**config.mk**
```make
export PLATFORM = sky130hd
export DESIGN_NAME = cern_be_submap_mux
export DESIGN_NICKNAME = d
export VERILOG_FILES = /design/src/rtl/cern_be_mux_pkg.sv /design/src/rtl/cern_be_mux_timeout.sv /design/src/rtl/cern_be_submap_mux.sv
export SDC_FILE = /design/constraint.sdc
export NUM_CORES = 1
export LEC_CHECK = 0
export CORE_ASPECT_RATIO = 0.9
export CORE_MARGIN = 1
export CORE_UTILIZATION = 40
export CTS_BUF_LIST = sky130_fd_sc_hd__clkbuf_16
export DETAILED_ROUTE_END_ITERATION = 16
export DONT_BUFFER_PORTS = 1
export GPL_TIMING_DRIVEN = 0
export SYNTH_ARGS = -nofsm -noshare
export SYNTH_HDL_FRONTEND = slang
export SYNTH_SLANG_ARGS = --single-unit
```
**constraint.sdc**
```tcl
create_clock -name clk -period 2.15 [get_ports clk]
set_input_delay 0.215 -clock clk [delete_from_list [all_inputs] [get_ports clk]]
set_output_delay 0.215 -clock clk [all_outputs]
set_load 0.01 [all_outputs]
```
**src/rtl/cern_be_mux_pkg.sv**
```systemverilog
// Shared types and constants for the CERN-BE submap multiplexer.
package cern_be_mux_pkg;

   // Transaction FSM: one outstanding read or write at a time.
   typedef enum logic [1:0] {
      ST_IDLE    = 2'd0,
      ST_RD_WAIT = 2'd1,
      ST_WR_WAIT = 2'd2
   } mux_state_e;

   // Fill bit for read data returned on an error or timeout (all zeros).
   localparam logic ERR_RD_BIT = 1'b0;

endpackage

```
**src/rtl/cern_be_mux_timeout.sv**
```systemverilog
// Loadable wait-cycle counter. Cleared when a submap access is launched,
// counts every cycle spent waiting, and flags the last permitted wait cycle.
module cern_be_mux_timeout #(
   parameter int TIMEOUT = 255
) (
   input  logic clk,
   input  logic rst_n,
   input  logic load,
   input  logic en,
   output logic expired
);

   localparam int CNT_W = (TIMEOUT > 1) ? $clog2(TIMEOUT) : 1;

   logic [CNT_W-1:0] cnt;

   // Count wait cycles; a new launch restarts from zero.
   always_ff @(posedge clk) begin
      if (!rst_n) begin
         cnt <= '0;
      end else if (load) begin
         cnt <= '0;
      end else if (en) begin
         cnt <= cnt + 1'b1;
      end
   end

   // The wait cycle holding count TIMEOUT-1 is the TIMEOUT-th one.
   assign expired = en && (cnt == CNT_W'(TIMEOUT - 1));

endmodule

```
**src/rtl/cern_be_submap_mux.sv**
```systemverilog
// CERN-BE master-to-submap multiplexer. Master strobes are registered once,
// decoded on the upper address bits and forwarded as a one-cycle strobe to the
// selected submap; the selected submap's ack is turned into a registered master
// done pulse. Indices beyond N_SUB complete immediately with err=1.
// Optional feature: define CERN_BE_MUX_TIMEOUT_EN to abort waits after TIMEOUT
// cycles with err=1; without it a wait lasts until the selected submap acks.
import cern_be_mux_pkg::*;

module cern_be_submap_mux #(
   parameter int N_SUB      = 4,
   parameter int ADDR_W     = 8,
   parameter int SUB_ADDR_W = 6,
   parameter int DATA_W     = 32,
   parameter int TIMEOUT    = 255
) (
   input  logic                         clk,
   input  logic                         rst_n,
   input  logic [ADDR_W-1:0]            vme_addr_i,
   input  logic [DATA_W-1:0]            vme_wr_data_i,
   input  logic                         vme_rd_mem_i,
   input  logic                         vme_wr_mem_i,
   output logic [DATA_W-1:0]            vme_rd_data_o,
   output logic                         vme_rd_done_o,
   output logic                         vme_wr_done_o,
   output logic                         vme_err_o,
   output logic [N_SUB*SUB_ADDR_W-1:0]  sub_addr_o,
   output logic [DATA_W-1:0]            sub_wr_data_o,
   output logic [N_SUB-1:0]             sub_rd_mem_o,
   output logic [N_SUB-1:0]             sub_wr_mem_o,
   input  logic [N_SUB*DATA_W-1:0]      sub_rd_data_i,
   input  logic [N_SUB-1:0]             sub_rd_done_i,
   input  logic [N_SUB-1:0]             sub_wr_done_i
);

   localparam int IDX_W = ADDR_W - SUB_ADDR_W;

   // Reject parameter sets the decoder cannot represent.
   if (N_SUB < 1 || N_SUB > 16 || TIMEOUT < 1 || SUB_ADDR_W >= ADDR_W) begin : g_bad_params
      $error("cern_be_submap_mux: illegal parameter combination");
   end

   // Input stage
   logic                  rd_q;
   logic                  wr_q;
   logic [ADDR_W-1:0]     addr_q;
   logic [DATA_W-1:0]     wdata_q;

   // Decode / selection
   logic [IDX_W-1:0]      idx;
   logic [N_SUB-1:0]      dec_oh;
   logic                  hit;
   logic [N_SUB-1:0]      sel_q;
   logic                  sel_rd_ack;
   logic                  sel_wr_ack;
   logic [DATA_W-1:0]     sel_rd_data;
   logic [SUB_ADDR_W-1:0] sub_addr_q;

   // FSM
   mux_state_e            state;
   mux_state_e            state_nxt;
   logic                  launch_rd;
   logic                  launch_wr;
   logic                  done_rd;
   logic                  done_wr;
   logic                  done_err;
   logic                  cap_data;
   logic                  timeout_hit;

   // Register master strobes, address and write data before decoding.
   always_ff @(posedge clk) begin
      if (!rst_n) begin
         rd_q    <= 1'b0;
         wr_q    <= 1'b0;
         addr_q  <= '0;
         wdata_q <= '0;
      end else begin
         rd_q    <= vme_rd_mem_i;
         wr_q    <= vme_wr_mem_i;
         addr_q  <= vme_addr_i;
         wdata_q <= vme_wr_data_i;
      end
   end

   assign idx = addr_q[ADDR_W-1:SUB_ADDR_W];

   // One-hot submap decode; an out-of-range index decodes to all zeros.
   always_comb begin
      dec_oh = '0;
      for (int k = 0; k < N_SUB; k++) begin
         dec_oh[k] = (32'(idx) == 32'(k));
      end
   end

   assign hit        = |dec_oh;
   assign sel_rd_ack = |(sub_rd_done_i & sel_q);
   assign sel_wr_ack = |(sub_wr_done_i & sel_q);

   // Pick the read data of the submap owning the current transaction.
   always_comb begin
      sel_rd_data = '0;
      for (int k = 0; k < N_SUB; k++) begin
         if (sel_q[k]) begin
            sel_rd_data = sel_rd_data | sub_rd_data_i[k*DATA_W +: DATA_W];
         end
      end
   end

`ifdef CERN_BE_MUX_TIMEOUT_EN
   cern_be_mux_timeout #(
      .TIMEOUT (TIMEOUT)
   ) u_timeout (
      .clk     (clk),
      .rst_n   (rst_n),
      .load    (launch_rd | launch_wr),
      .en      (state != ST_IDLE),
      .expired (timeout_hit)
   );
`else
   assign timeout_hit = 1'b0;
`endif

   // FSM state register.
   always_ff @(posedge clk) begin
      if (!rst_n) begin
         state <= ST_IDLE;
      end else begin
         state <= state_nxt;
      end
   end

   // Next state and transaction events; write wins over a simultaneous read,
   // and strobes seen outside IDLE are dropped.
   always_comb begin
      state_nxt = state;
      launch_rd = 1'b0;
      launch_wr = 1'b0;
      done_rd   = 1'b0;
      done_wr   = 1'b0;
      done_err  = 1'b0;
      cap_data  = 1'b0;
      case (state)
         ST_IDLE: begin
            if (wr_q) begin
               if (hit) begin
                  launch_wr = 1'b1;
                  state_nxt = ST_WR_WAIT;
               end else begin
                  done_wr  = 1'b1;
                  done_err = 1'b1;
               end
            end else if (rd_q) begin
               if (hit) begin
                  launch_rd = 1'b1;
                  state_nxt = ST_RD_WAIT;
               end else begin
                  done_rd  = 1'b1;
                  done_err = 1'b1;
               end
            end
         end
         ST_RD_WAIT: begin
            if (sel_rd_ack) begin
               done_rd   = 1'b1;
               cap_data  = 1'b1;
               state_nxt = ST_IDLE;
            end else if (timeout_hit) begin
               done_rd   = 1'b1;
               done_err  = 1'b1;
               state_nxt = ST_IDLE;
            end
         end
         ST_WR_WAIT: begin
            if (sel_wr_ack) begin
               done_wr   = 1'b1;
               state_nxt = ST_IDLE;
            end else if (timeout_hit) begin
               done_wr   = 1'b1;
               done_err  = 1'b1;
               state_nxt = ST_IDLE;
            end
         end
         default: state_nxt = ST_IDLE;
      endcase
   end

   // Registered submap strobes, held address/data and master done pulses.
   always_ff @(posedge clk) begin
      if (!rst_n) begin
         sub_rd_mem_o  <= '0;
         sub_wr_mem_o  <= '0;
         sel_q         <= '0;
         sub_addr_q    <= '0;
         sub_wr_data_o <= '0;
         vme_rd_done_o <= 1'b0;
         vme_wr_done_o <= 1'b0;
         vme_err_o     <= 1'b0;
         vme_rd_data_o <= '0;
      end else begin
         sub_rd_mem_o  <= launch_rd ? dec_oh : '0;
         sub_wr_mem_o  <= launch_wr ? dec_oh : '0;
         if (launch_rd || launch_wr) begin
            sel_q      <= dec_oh;
            sub_addr_q <= addr_q[SUB_ADDR_W-1:0];
         end
         if (launch_wr) begin
            sub_wr_data_o <= wdata_q;
         end
         vme_rd_done_o <= done_rd;
         vme_wr_done_o <= done_wr;
         vme_err_o     <= done_err;
         if (done_rd) begin
            vme_rd_data_o <= cap_data ? sel_rd_data : {DATA_W{ERR_RD_BIT}};
         end
      end
   end

   assign sub_addr_o = {N_SUB{sub_addr_q}};

endmodule
```
# Yosys cells after proc, flatten, opt, wreduce, memory -nomap -nowiden
# Cells that the tools add are included.
[classes] eq_ne=9 n_mux=28 bitwise_logic=5 reduce_logical=10
[ops] op="32-bit two-way mux" n=5
[ops] op="32-bit OR" n=3
[ops] op="1-bit two-way mux" n=14
[ops] op="2-bit two-way mux" n=6
[ops] op="4-bit OR reduction" n=3
[ops] op="4-bit AND" n=2
[ops] op="2-bit == test, second input constant" n=3
[ops] op="2-bit inequality test, second input constant" n=3
[ops] op="2-bit one-hot mux with 3 select lines" n=1
[ops] op="2-bit AND reduction" n=3
[ops] op="2-bit by 1-bit == test with 1-bit output, second input constant" n=2
[ops] op="2-bit zero test" n=2
[ops] op="1-bit one-hot mux with 2 select lines" n=2
[ops] op="4-bit AND reduction" n=1
[ops] op="3-bit inequality test, second input constant" n=1
[ops] op="1-bit logical OR" n=1
[word_totals] ff_bits=129 out_inout_bits=99 wordCells=66

# Depth between registers and ports, before layout
[logic_depth] word_depth=8 depth_mapped=6 ltp_nobuf=3

# Worst setup path before layout
# No wires, ideal clock.
[synth_path] path_kind="flip-flop to flip-flop" from="reg state[0]" to="reg sub_wr_data_o[22]" setup_ns=0.132 arrival_time_ns=1.181 required_ns=2.018 setup_slack_ns=0.837 stages_incl_launch_ff=7 path_buffers=3 synth_period_minus_slack_ns=1.313 path_cell_list="dfxtp_1 -> buf_6 -> or3b_1 -> clkbuf_1 -> buf_2 -> nand2_1 -> a21oi_1"
[synth_between] elab_chain_len=2
[synth_rtl] item="from (decl)" line_no="cern_be_submap_mux.sv:59" rtl="mux_state_e state;"
[synth_rtl] item="from (signal assigned)" line_no="cern_be_submap_mux.sv:127" rtl="state <= state_nxt;"
[synth_rtl] item="2-bit zero test" line_no="cern_be_submap_mux.sv:141" rtl="case (state)"
[synth_rtl] item="1-bit two-way mux" line_no="cern_be_submap_mux.sv:141"
[synth_rtl] item="to (signal assigned)" line_no="cern_be_submap_mux.sv:206" rtl="sub_wr_data_o <= wdata_q;"
[synth_rtl] item="to (decl)" line_no="cern_be_submap_mux.sv:27" rtl="output logic [DATA_W-1:0] sub_wr_data_o,"
# No other way between the ends.
# A chain may end at the register's enable or synchronous reset.

# Worst setup path after layout
[layout_path] from="reg sel_q[2]" to="reg state[1]"
[layout_between] elab_chain_len=4
[layout_rtl] item="from (decl)" line_no="cern_be_submap_mux.sv:52" rtl="logic [N_SUB-1:0] sel_q;"
[layout_rtl] item="from (signal assigned)" line_no="cern_be_submap_mux.sv:202" rtl="sel_q <= dec_oh;"
[layout_rtl] item="4-bit AND (on tied branches)" line_no="cern_be_submap_mux.sv:96, cern_be_submap_mux.sv:95"
[layout_rtl] item="4-bit OR reduction (on tied branches)" line_no="cern_be_submap_mux.sv:96, cern_be_submap_mux.sv:95"
[layout_rtl] item="2-bit inequality test (no line)"
[layout_rtl] item="4-bit AND reduction (no line) (*)"
# Every way passes the cells marked *; elsewhere a longest branch is shown, timed or not.

==> results.md <==
| Stage | Result | Value |
| --- | --- | --- |
| status | Result of the run | completed |
| place | Final HPWL DP | 10.8 mm |
| setup path | Worst path required time | 2440 ps |
| place | Port Buffer Count | 0 |
| sta | Post-route minimum period | 1540 ps |
| clock tree | Clock Pin Slew Worst Setup and Hold Paths | 60 ps |
| logic synthesis | Number of warnings issued by yosys | 0 |
| floorplanning | # rows | 38 |
| sta | F_max | 649 MHz |
| job | Number of max-cap violations | 0 |
| setup path | Largest stage delay, worst path | 510 ps |
| floorplanning | Ports placed on the boundary | 279 |
| logic synthesis | Yosys top cell by area | sky130_fd_sc_hd__dfxtp_1 |
| setup path | CP Max Fanout | 10 |
| sta | Setup slack after layout | 608 ps |
| final layout | Final net count | 799 |
| logic synthesis | Multiplexer share of the synthesized area | 6.23% |
| clock tree | CTS Root Cell | sky130_fd_sc_hd__clkbuf_16 |
| detailed routing | Violation count after the first detailed-route iteration | 271 |
| global route | Global route total overflow | 0 |
| final layout | Non-filler cells, final | 792 |
| detailed routing | Post-route DRC | 0 |
| final layout | Post-Route Utilization | 52.2% |
| floorplanning | Die ar. | 13300 um^2 |
| sta | Unrepaired setup endpoints after global routing | false |
| sta | Worst hold-check slack | 59.4 ps |
| logic synthesis | Top area cells in the synthesized netlist | sky130_fd_sc_hd__dfxtp_1 (50%), sky130_fd_sc_hd__a22o_1 (11%), sky130_fd_sc_hd__nand2_1 (7.2%) |
| sta | Hold Vio Cnt, Final | 0 |
| logic synthesis | Synthesized-area fraction occupied by ao, oa, aoi and oai cells | 20.3% |
| clock tree | Post-CTS Setup Bufs | 0 |
| power | Cell Pwr Density | 948 nW/um^2 |
| setup path | Highest-delay cell along the critical path | sky130_fd_sc_hd__clkbuf_1 |
| setup path | Cells traversed along the worst timing path | buf_4, clkbuf_1, a22oi_1, nand3_1, a21oi_1 |
| logic synthesis | Synthesized area per cell | 9.21 um^2 |
| logic synthesis | Mapped Cells | 558 |
| global route | Initial antenna violation count | 0 |
| logic synthesis | Post-synthesis share of cell area spent on xor and xnor gates | 0% |
| place | Post-placement setup slack | 475 ps |
| logic synthesis | Fraction of post-synthesis cell area in the top cell type by area | 50.2% |
| sta | Slew at the pin closest to its max-slew limit | 636 ps |
| logic synthesis | Fraction of the yosys area taken by sequential cells | 50.2% |
| logic synthesis | Number of synthesized register bits | 129 |
| detailed routing | Count of nets left with antenna violations after detail routing | 0 |
| logic synthesis | Post-Synth Adder-Cell Area | 0% |
| detailed routing | Number of optimization iterations in the first detailed-route pass | 4 |
| detailed routing | Via count | 4280 |
| place | Instance count after placement with tap cells included | 718 |
| logic synthesis | Post-synthesis net count | 738 |
| logic synthesis | Simple-gate portion of the synthesized area | 15.9% |
| global route | GRT Overall Usage | 21.8% |
| power | Final Power | 6.08 mW |
| final layout | Post-layout instance area | 6410 um^2 |
| sta | Share of the cycle needed by the critical path after routing | 71.7% |
| sta | Final setup fails | 0 |
| floorplanning | Die width | 121 um |
| clock tree | Total clock sinks | 129 |
| sta | Setup total negative slack | 0 ps |
| floorplanning | Initial cell density of the core | 41.9% |
| place | Placed standard-cell area | 5340 um^2 |
| clock tree | Num CTS Buffers | 17 |
| hold path | Worst Hold Depth | 2 |
| final layout | Register cell area after layout | 2580 um^2 |
| setup path | Crit. End Element | flip-flop |
| global route | Number of global-route vias before repair | 4098 |
| global route | Pin count of the biggest net entering global routing | 17 |
| setup path | Crit start category | flip-flop |
| final layout | Area growth from synthesis to final layout | 24.6% |
| final layout | Fill count | 1126 |
| final layout | Most used cells in the layout excluding fill and tap cells | sky130_fd_sc_hd__dfxtp_1 (129), sky130_fd_sc_hd__nand2_1 (99), sky130_fd_sc_hd__a22o_1 (64) |
| detailed routing | Average wire per standard cell | 18.6 um |
| global route | Wire length of the first global-routing pass | 21.5 mm |
| setup path | Setup slack of the most critical reg-to-reg path | 610 ps |
| sta | Clock skew after layout | 5.64 ps |
| clock tree | Clock latency on the worst-skew pair | 410 ps |
| power | Worst VDD drop | 586 uV |
| final layout | Area of combinational cells with multiple inputs | 2180 um^2 |
| final layout | Most common library cell in the layout ignoring fill and taps | sky130_fd_sc_hd__dfxtp_1 |
| logic synthesis | Combinational family with the most area after synthesis | compound AO/OA/AOI/OAI gates |
| logic synthesis | Post-synthesis instance area | 5140 um^2 |
| sta | Max-slew violation total from the final report | 0 |
| setup path | Worst Path Arrival | 1830 ps |
| setup path | Critical path start-end classification | flip-flop to flip-flop |
| power | Leak pwr | 2.59 nW |
| sta | Slew margin rel. | 57.6% |
| setup path | Number of cell instances on the worst register-to-register path | 5 |
| final layout | Share of final-layout standard cells stronger than drive strength 1 | 11.1% |
| detailed routing | Detail-routed via count per cell | 5.40 |
| detailed routing | Overall routed net length | 14.7 mm |
| logic synthesis | Post-synthesis cell type count | 32 |
| floorplanning | Floorplan core area | 12300 um^2 |
| clock tree | Number of H-tree levels | 4 |
| final layout | Ant. Diodes | 0 |
| clock tree | Largest buffer count on any clock path | 2 |
| clock tree | CTS tree | built |
| hold path | Kind of path behind the tightest hold check | input port to flip-flop |
| floorplanning | Chip height | 110 um |
| place | Routability congestion estimate | 0.822 |
synthesized netlist by cell type:
master and number:
sky130_fd_sc_hd__dfxtp_1 129, sky130_fd_sc_hd__nand2_1 99, sky130_fd_sc_hd__a22o_1 64, sky130_fd_sc_hd__a21oi_1 44, sky130_fd_sc_hd__and2_1 42, sky130_fd_sc_hd__o21ai_0 42
sky130_fd_sc_hd__mux2i_1 32, sky130_fd_sc_hd__clkbuf_1 31, sky130_fd_sc_hd__buf_4 21, sky130_fd_sc_hd__nor2_1 9, sky130_fd_sc_hd__buf_2 7, sky130_fd_sc_hd__nand3_1 7
sky130_fd_sc_hd__buf_6 5, sky130_fd_sc_hd__a22oi_1 3, sky130_fd_sc_hd__nor3_1 3, sky130_fd_sc_hd__or3_1 3, sky130_fd_sc_hd__nand2b_1 2, sky130_fd_sc_hd__a211o_1 1
sky130_fd_sc_hd__a22oi_2 1, sky130_fd_sc_hd__a31oi_1 1, sky130_fd_sc_hd__buf_1 1, sky130_fd_sc_hd__conb_1 1, sky130_fd_sc_hd__inv_1 1, sky130_fd_sc_hd__inv_2 1
sky130_fd_sc_hd__nand4b_1 1, sky130_fd_sc_hd__nor2b_1 1, sky130_fd_sc_hd__nor3b_1 1, sky130_fd_sc_hd__nor3b_2 1, sky130_fd_sc_hd__or2_2 1, sky130_fd_sc_hd__or2_4 1
sky130_fd_sc_hd__or3b_1 1, sky130_fd_sc_hd__or4_1 1
area by class of cell:
type                       count  share of cell area (%)
clock buffer                  17                    6.64
buffer                        65                    5.76
timing repair buffer          42                    6.56
clock inverter                15                    3.44
tap                          160                    3.13
multi-input combinational    362                    34.0
sequential                   129                    40.3
inverter                       2                   0.117
registers in the layout, summed over array words and instances (netlist names), 4 cells and up:
register,flops
addr_q,8
sel_q,4
sub_addr_q,6
sub_rd_mem_o,4
sub_wr_data_o,32
sub_wr_mem_o,4
vme_rd_data_o,32
wdata_q,32
worst max-delay path: cells and delay by family, from the launching register on:
kind            cells  cell delay [ps]
simple gates        1              140
flops               1              300
compound gates      2              310
buf+inv             2              670
final timing paths:
kind                                             start                        endpoint
worst max-delay path             sel_q[2]$_SDFFE_PN0P_           state[1]$_SDFFE_PN0P_
worst min-delay path                  sub_wr_done_i[3]        vme_wr_done_o$_SDFF_PN0_
worst max register to register   sel_q[2]$_SDFFE_PN0P_           state[1]$_SDFFE_PN0P_
worst min register to register  wdata_q[20]$_SDFF_PN0_  sub_wr_data_o[20]$_SDFFE_PN0P_
cells by family (layout without fill, tap and decap cells):
family,Yosys count,count (layout)
mux,32,32
flops,129,129
simple gates,173,173
other cells,1,1
compound gates,156,156
buf+inv,67,141
report_power, final:
group	total (mW)	internal, mW	switching (mW)	leakage [nW]
clock	3.11	1.98	1.13	0.313
combinational	0.440	0.205	0.235	1.22
sequential	2.53	2.47	0.0582	1.05
total	6.08	4.65	1.42	2.59
layer usage:
metal	vias to the layer above	GRT usage (%)	wire length (um)
li1	2034	-	-
met4	0	8.02	220
met3	19	7.88	1230
met2	196	35.6	6960
met1	2031	26.4	6320
met5	-	0	0
what timing repair did:
item / in CTS / in global routing
resized for setup: 0 / 0
hold buffers: 42 / 0
endpoints found under the hold margin: 42 / 0
(Power assumes the default switching activity.)
==> patch 1: new RTL, same settings <==
Register the output `vme_err_o` once more, cleared by the reset; this adds one clock of latency there. The other outputs are not delayed to match.
--- a/src/rtl/cern_be_submap_mux.sv
+++ b/src/rtl/cern_be_submap_mux.sv
@@ -34,4 +34,6 @@
 
    localparam int IDX_W = ADDR_W - SUB_ADDR_W;
+
+   logic vme_err_s0;
 
    // Reject parameter sets the decoder cannot represent.
@@ -194,5 +196,5 @@
          vme_rd_done_o <= 1'b0;
          vme_wr_done_o <= 1'b0;
-         vme_err_o     <= 1'b0;
+         vme_err_s0    <= 1'b0;
          vme_rd_data_o <= '0;
       end else begin
@@ -208,5 +210,5 @@
          vme_rd_done_o <= done_rd;
          vme_wr_done_o <= done_wr;
-         vme_err_o     <= done_err;
+         vme_err_s0    <= done_err;
          if (done_rd) begin
             vme_rd_data_o <= cap_data ? sel_rd_data : {DATA_W{ERR_RD_BIT}};
@@ -217,3 +219,11 @@
    assign sub_addr_o = {N_SUB{sub_addr_q}};
 
+   always_ff @(posedge clk) begin
+      if (!rst_n) begin
+         vme_err_o <= '0;
+      end else begin
+         vme_err_o <= vme_err_s0;
+      end
+   end
+
 endmodule
Function: same outputs for any inputs over 10 cycles, from zero or initial values and one cycle with rst_n low; that may be too few to reach the edited logic, so the function may still have changed.
==> patch 1 against the unedited design <==
Cell count increased by 0.25%. Wire length rose by 3.9%. Power shrank 2.4%. Worst setup slack got worse by 0.085 ns. Design area down 0.23%. Sequential cell count is 1 higher. Synthesized area is 0.46% higher. Critical path type unchanged. Critical endpoint is now vme_rd_data_o[22]. Largest power group unchanged. Highest routed layer unchanged.
==> patch 1: results (changes against the unedited design) <==
- Share of layout cells above drive strength 1: 10.7% (-0.35 points)
- Iteration-0 DRC Markers: 289 (+6.6%)
- Post-synth top cells: dfxtp_1, nand2_1, a22o_1
- All-Layer GR Usage: 22.5% (+0.67 points)
- Pleak: 2.58 nW (-0.25%)
- Total number of vias: 4303 (+0.54%)
- Post-DP Area: 5360 um^2 (+0.45%)
- Vias in the first global route: 4209 (+2.7%)
- Worst slew margin: 56.0% (-1.6 points)
- Seq/Total Area, Yosys: 50.4% (+0.16 points)
- Clock Skew: 0.00619 ns (+0.000550 ns)
- Maximum VDD drop: 0.000550 V (-6.1%)
- Gpl congestion: 0.871 (+6.0%)
- Run status: complete, no violations
- Wirelength, routed: 15.3 mm (+3.9%)
- First-pass GRT wire length: 22.2 mm (+3.2%)
- HPWL Detailed: 11.2 mm (+2.9%)
- Syn_nets: 740 (+0.27%)
- Area contributors post-synth: dfxtp_1, a22o_1, nand2_1
- R2R Path End: vme_rd_data_o[22]
- Worst hold start: sub_wr_done_i[3]
- Slowest stage delay, CP: 0.53 ns (+0.02 ns)
- Fin nets: 801 (+0.25%)
- Crit path DAT: 1.96 ns (+0.13 ns)
- R2R Setup Slk: 0.52 ns (-0.08 ns)
- Fill count: 1137 (+0.98%)
-- patch 1: changes by cell type after synthesis, sizes merged --
cell	delta
and2	+1
dfxtp	+1
-- patch 1: worst max-delay path, delay by kind of cell (launching register included) --
family          cells  cell delay, ns
compound gates      2            0.38
buf+inv             2            0.70
flops               1            0.31
mux                 1            0.17
-- patch 1: worst max-delay path by stage --
stage          slack (ns)  depth (start not counted)  startpoint           endpoint
5_1_grt              0.41                          5    sel_q[1]  vme_rd_data_o[23]
3_5_place_dp         0.52                          4       rst_n  vme_rd_data_o[22]
4_1_cts              0.52                          5    sel_q[1]  vme_rd_data_o[22]
3_3_place_gp         0.57                          5    sel_q[2]           state[1]
6_report             0.52                          5    sel_q[1]  vme_rd_data_o[22]
2_1_floorplan        0.84                          6    state[0]  sub_wr_data_o[22]
-- patch 1: cell type report --
type | instances | area [um^2] | share of cell area [%]
Sequential cell | 130 | 2600 | 40.7
Multi-Input combinational cell | 363 | 2190 | 34.2
Clock buffer | 17 | 425 | 6.66
Timing Repair Buffer | 42 | 420 | 6.58
Buffer | 65 | 367 | 5.74
Tap cell | 160 | 200 | 3.13
Clock inverter | 15 | 181 | 2.84
Inverter | 2 | 7.51 | 0.117
-- patch 1: power by group --
| group | leakage [nW] | internal (W) | total (W) | switching [W] |
|---|---|---|---|---|
| clock network | 0.295 | 0.00184 | 0.00294 | 0.00110 |
| logic | 1.22 | 0.000205 | 0.000444 | 0.000239 |
| registers | 1.06 | 0.00249 | 0.00255 | 0.0000597 |
| total | 2.58 | 0.00453 | 0.00593 | 0.00140 |
-- patch 1: cell families (layout without fill, tap and decap cells) --
logic type,Yosys count,after routing,share of synthesized area (%)
AOI/OAI and AO/OA,156,156,20.2
and+or+nand+nor,174,174,15.9
other,1,1,0.0726
DFF,130,130,50.4
buffers and inverters,67,141,7.24
muxes,32,32,6.20
-- patch 1: timing repair --
action | in CTS | in global routing
endpoints found under the hold margin | 42 | 0
hold buffers | 42 | 0
buffers inserted | 0 | 0
resized for setup | 0 | 0
-- patch 1: per-layer routing --
metal | vias up | track usage [%] | part of all wire [%]
met5 | - | 0 | 0
met4 | 0 | 8.55 | 1.7
met3 | 25 | 9.28 | 8.9
met2 | 216 | 37.0 | 48
met1 | 2023 | 26.1 | 42
li1 | 2039 | - | -
-- patch 1: stage by stage --
stage                     std cells  hold WS [ns]
final                           794        0.0447
after global routing            794        0.0625
after CTS                       794        0.0324
after detailed placement        720         0.345
after global placement          720         0.343
after floorplan                 560         0.342
==> patch 2: new RTL, config.mk and constraints unchanged <==
Without the edit above. Add a define of `CERN_BE_MUX_TIMEOUT_EN`.
--- a/src/rtl/cern_be_submap_mux.sv
+++ b/src/rtl/cern_be_submap_mux.sv
@@ -5,4 +5,6 @@
 // Optional feature: define CERN_BE_MUX_TIMEOUT_EN to abort waits after TIMEOUT
 // cycles with err=1; without it a wait lasts until the selected submap acks.
+`define CERN_BE_MUX_TIMEOUT_EN
+
 import cern_be_mux_pkg::*;
 
Function: no difference found for any inputs over 10 cycles, from zero or initial values and one cycle with rst_n low; that may be too few to reach the edited logic, so the function may still have changed.
==> patch 2 against the unedited design <==
Worst setup slack worse by 0.25 ns. Synthesized area up 5.1%. Sequential cell count up 8. First-iteration DRC count down 33%. Power up 0.26%. Global-route usage up 0.71 points. Design area up 3.5%. Non-clock buffer count down 2. Wire length up 7.0%.
==> patch 2: results (changes against the unedited design) <==
- WHS Endpoint: vme_rd_data_o[31]
- Synth unique cells: 39 (+22%)
- Syn_nets: 754 (+2.2%)
- HPWL Detailed: 11.5 mm (+6.3%)
- Run status: complete, no violations
- Maximum VDD drop: 0.000621 V (+5.9%)
- R2r worst-path depth: 7 (+2)
- Drt via density: 5.49 (+1.5%)
- Gpl congestion: 0.876 (+6.6%)
- All-Layer GR Usage: 22.6% (+0.71 points)
- Routed len/inst: 19.5 um (+4.6%)
- Seq/Total Area, Yosys: 50.8% (+0.52 points)
- Clock Skew: 0.00712 ns (+0.00148 ns)
- Worst r2r src: u_timeout.cnt[0]
- Fill count: 1135 (+0.80%)
- R2R Setup Slk: 0.36 ns (-0.25 ns)
- Fin nets: 815 (+2.0%)
- Worst hold start: sub_rd_data_i[127]
- Post-DP Area: 5610 um^2 (+5.0%)
- R2R Path End: vme_rd_data_o[17]
- Syn_area_per_cell: 9.45 um^2 (+2.5%)
- Worst slew pin tran: 0.723 ns (+0.0872 ns)
- Post-synth top cells: dfxtp_1, nand2_1, a21oi_1, and2_1
- Iteration-0 DRC Markers: 182 (-33%)
- First-pass GRT wire length: 23.8 mm (+11%)
- Area contributors post-synth: dfxtp_1, nand2_1, o22ai_2
- Share of layout cells above drive strength 1: 15.2% (+4.1 points)
- Clk pin slew, worst setup/hold paths: 0.06 ns (about the same)
- Crit path DAT: 2.08 ns (+0.25 ns)
## patch 2: cell types whose count changed after synthesis, moves of 7 or more
cell / delta
nand2_1: +26
o21ai_0: -38
mux2i_1: -32
nor2_1: +7
a22o_1: -32
a221oi_1: +32
dfxtp_1: +8
o22ai_2: +30
## patch 2: routing by layer
metal | up-vias | GRT usage, % | share of wire (%)
met3 | 23 | 7.44 | 7.0
met5 | - | 0 | 0
met2 | 218 | 41.1 | 52
met1 | 2088 | 24.5 | 39
met4 | 0 | 7.71 | 1.7
li1 | 2116 | - | -
## patch 2: final cells by class
cell class / instances / area, um^2 / area share [%]
Clock inverter: 15 / 174 / 2.62
Buffer: 63 / 359 / 5.42
Tap cell: 164 / 205 / 3.10
Inverter: 3 / 11.3 / 0.170
Timing Repair Buffer: 42 / 420 / 6.34
Sequential cell: 137 / 2740 / 41.4
Clock buffer: 17 / 425 / 6.42
Multi-Input combinational cell: 369 / 2290 / 34.5
## patch 2: stage by stage
step	hold slack [ns]	worst slack, ns	power [W]
3_3_place_gp	0.344	0.272	0.00314
6_report	0.0238	0.358	0.00609
5_1_grt	0.00696	0.220	0.00634
4_1_cts	0.00932	0.356	0.00615
2_1_floorplan	0.342	0.625	0.00303
3_5_place_dp	0.345	0.255	0.00315
## patch 2: worst max path at each step
stage,from,cells past startpoint,slack [ns],to
5_1_grt,u_timeout.cnt[0],7,0.22,vme_rd_data_o[9]
3_3_place_gp,rst_n,5,0.27,vme_rd_data_o[5]
6_report,u_timeout.cnt[0],7,0.36,vme_rd_data_o[17]
4_1_cts,u_timeout.cnt[0],7,0.36,vme_rd_data_o[9]
2_1_floorplan,u_timeout.cnt[0],7,0.63,vme_rd_data_o[0]
3_5_place_dp,rst_n,5,0.25,vme_rd_data_o[5]
## patch 2: cells by family (layout without fill, tap and decap cells)
group / after synthesis / count (layout) / synth area share, %
compound gates: 154 / 154 / 23.6
xor+xnor: 6 / 6 / 0.973
fa+ha+maj: 2 / 2 / 0.463
buf+inv: 66 / 140 / 6.85
flops: 137 / 137 / 50.8
simple gates: 207 / 207 / 17.4
## patch 2: where the power goes
part | switching, W | total [W] | internal, W
combinational | 0.000265 | 0.000473 | 0.000208
sequential | 0.0000608 | 0.00268 | 0.00262
clock | 0.00111 | 0.00294 | 0.00183
total | 0.00144 | 0.00609 | 0.00465
## patch 2: critical path: stages (launching register included)
cell	delay, ns
dfxtp_1	0.33
inv_1	0.09
ha_1	0.16
nand3_1	0.08
or2_2	0.30
a21oi_2	0.32
buf_4	0.29
o22ai_2	0.09
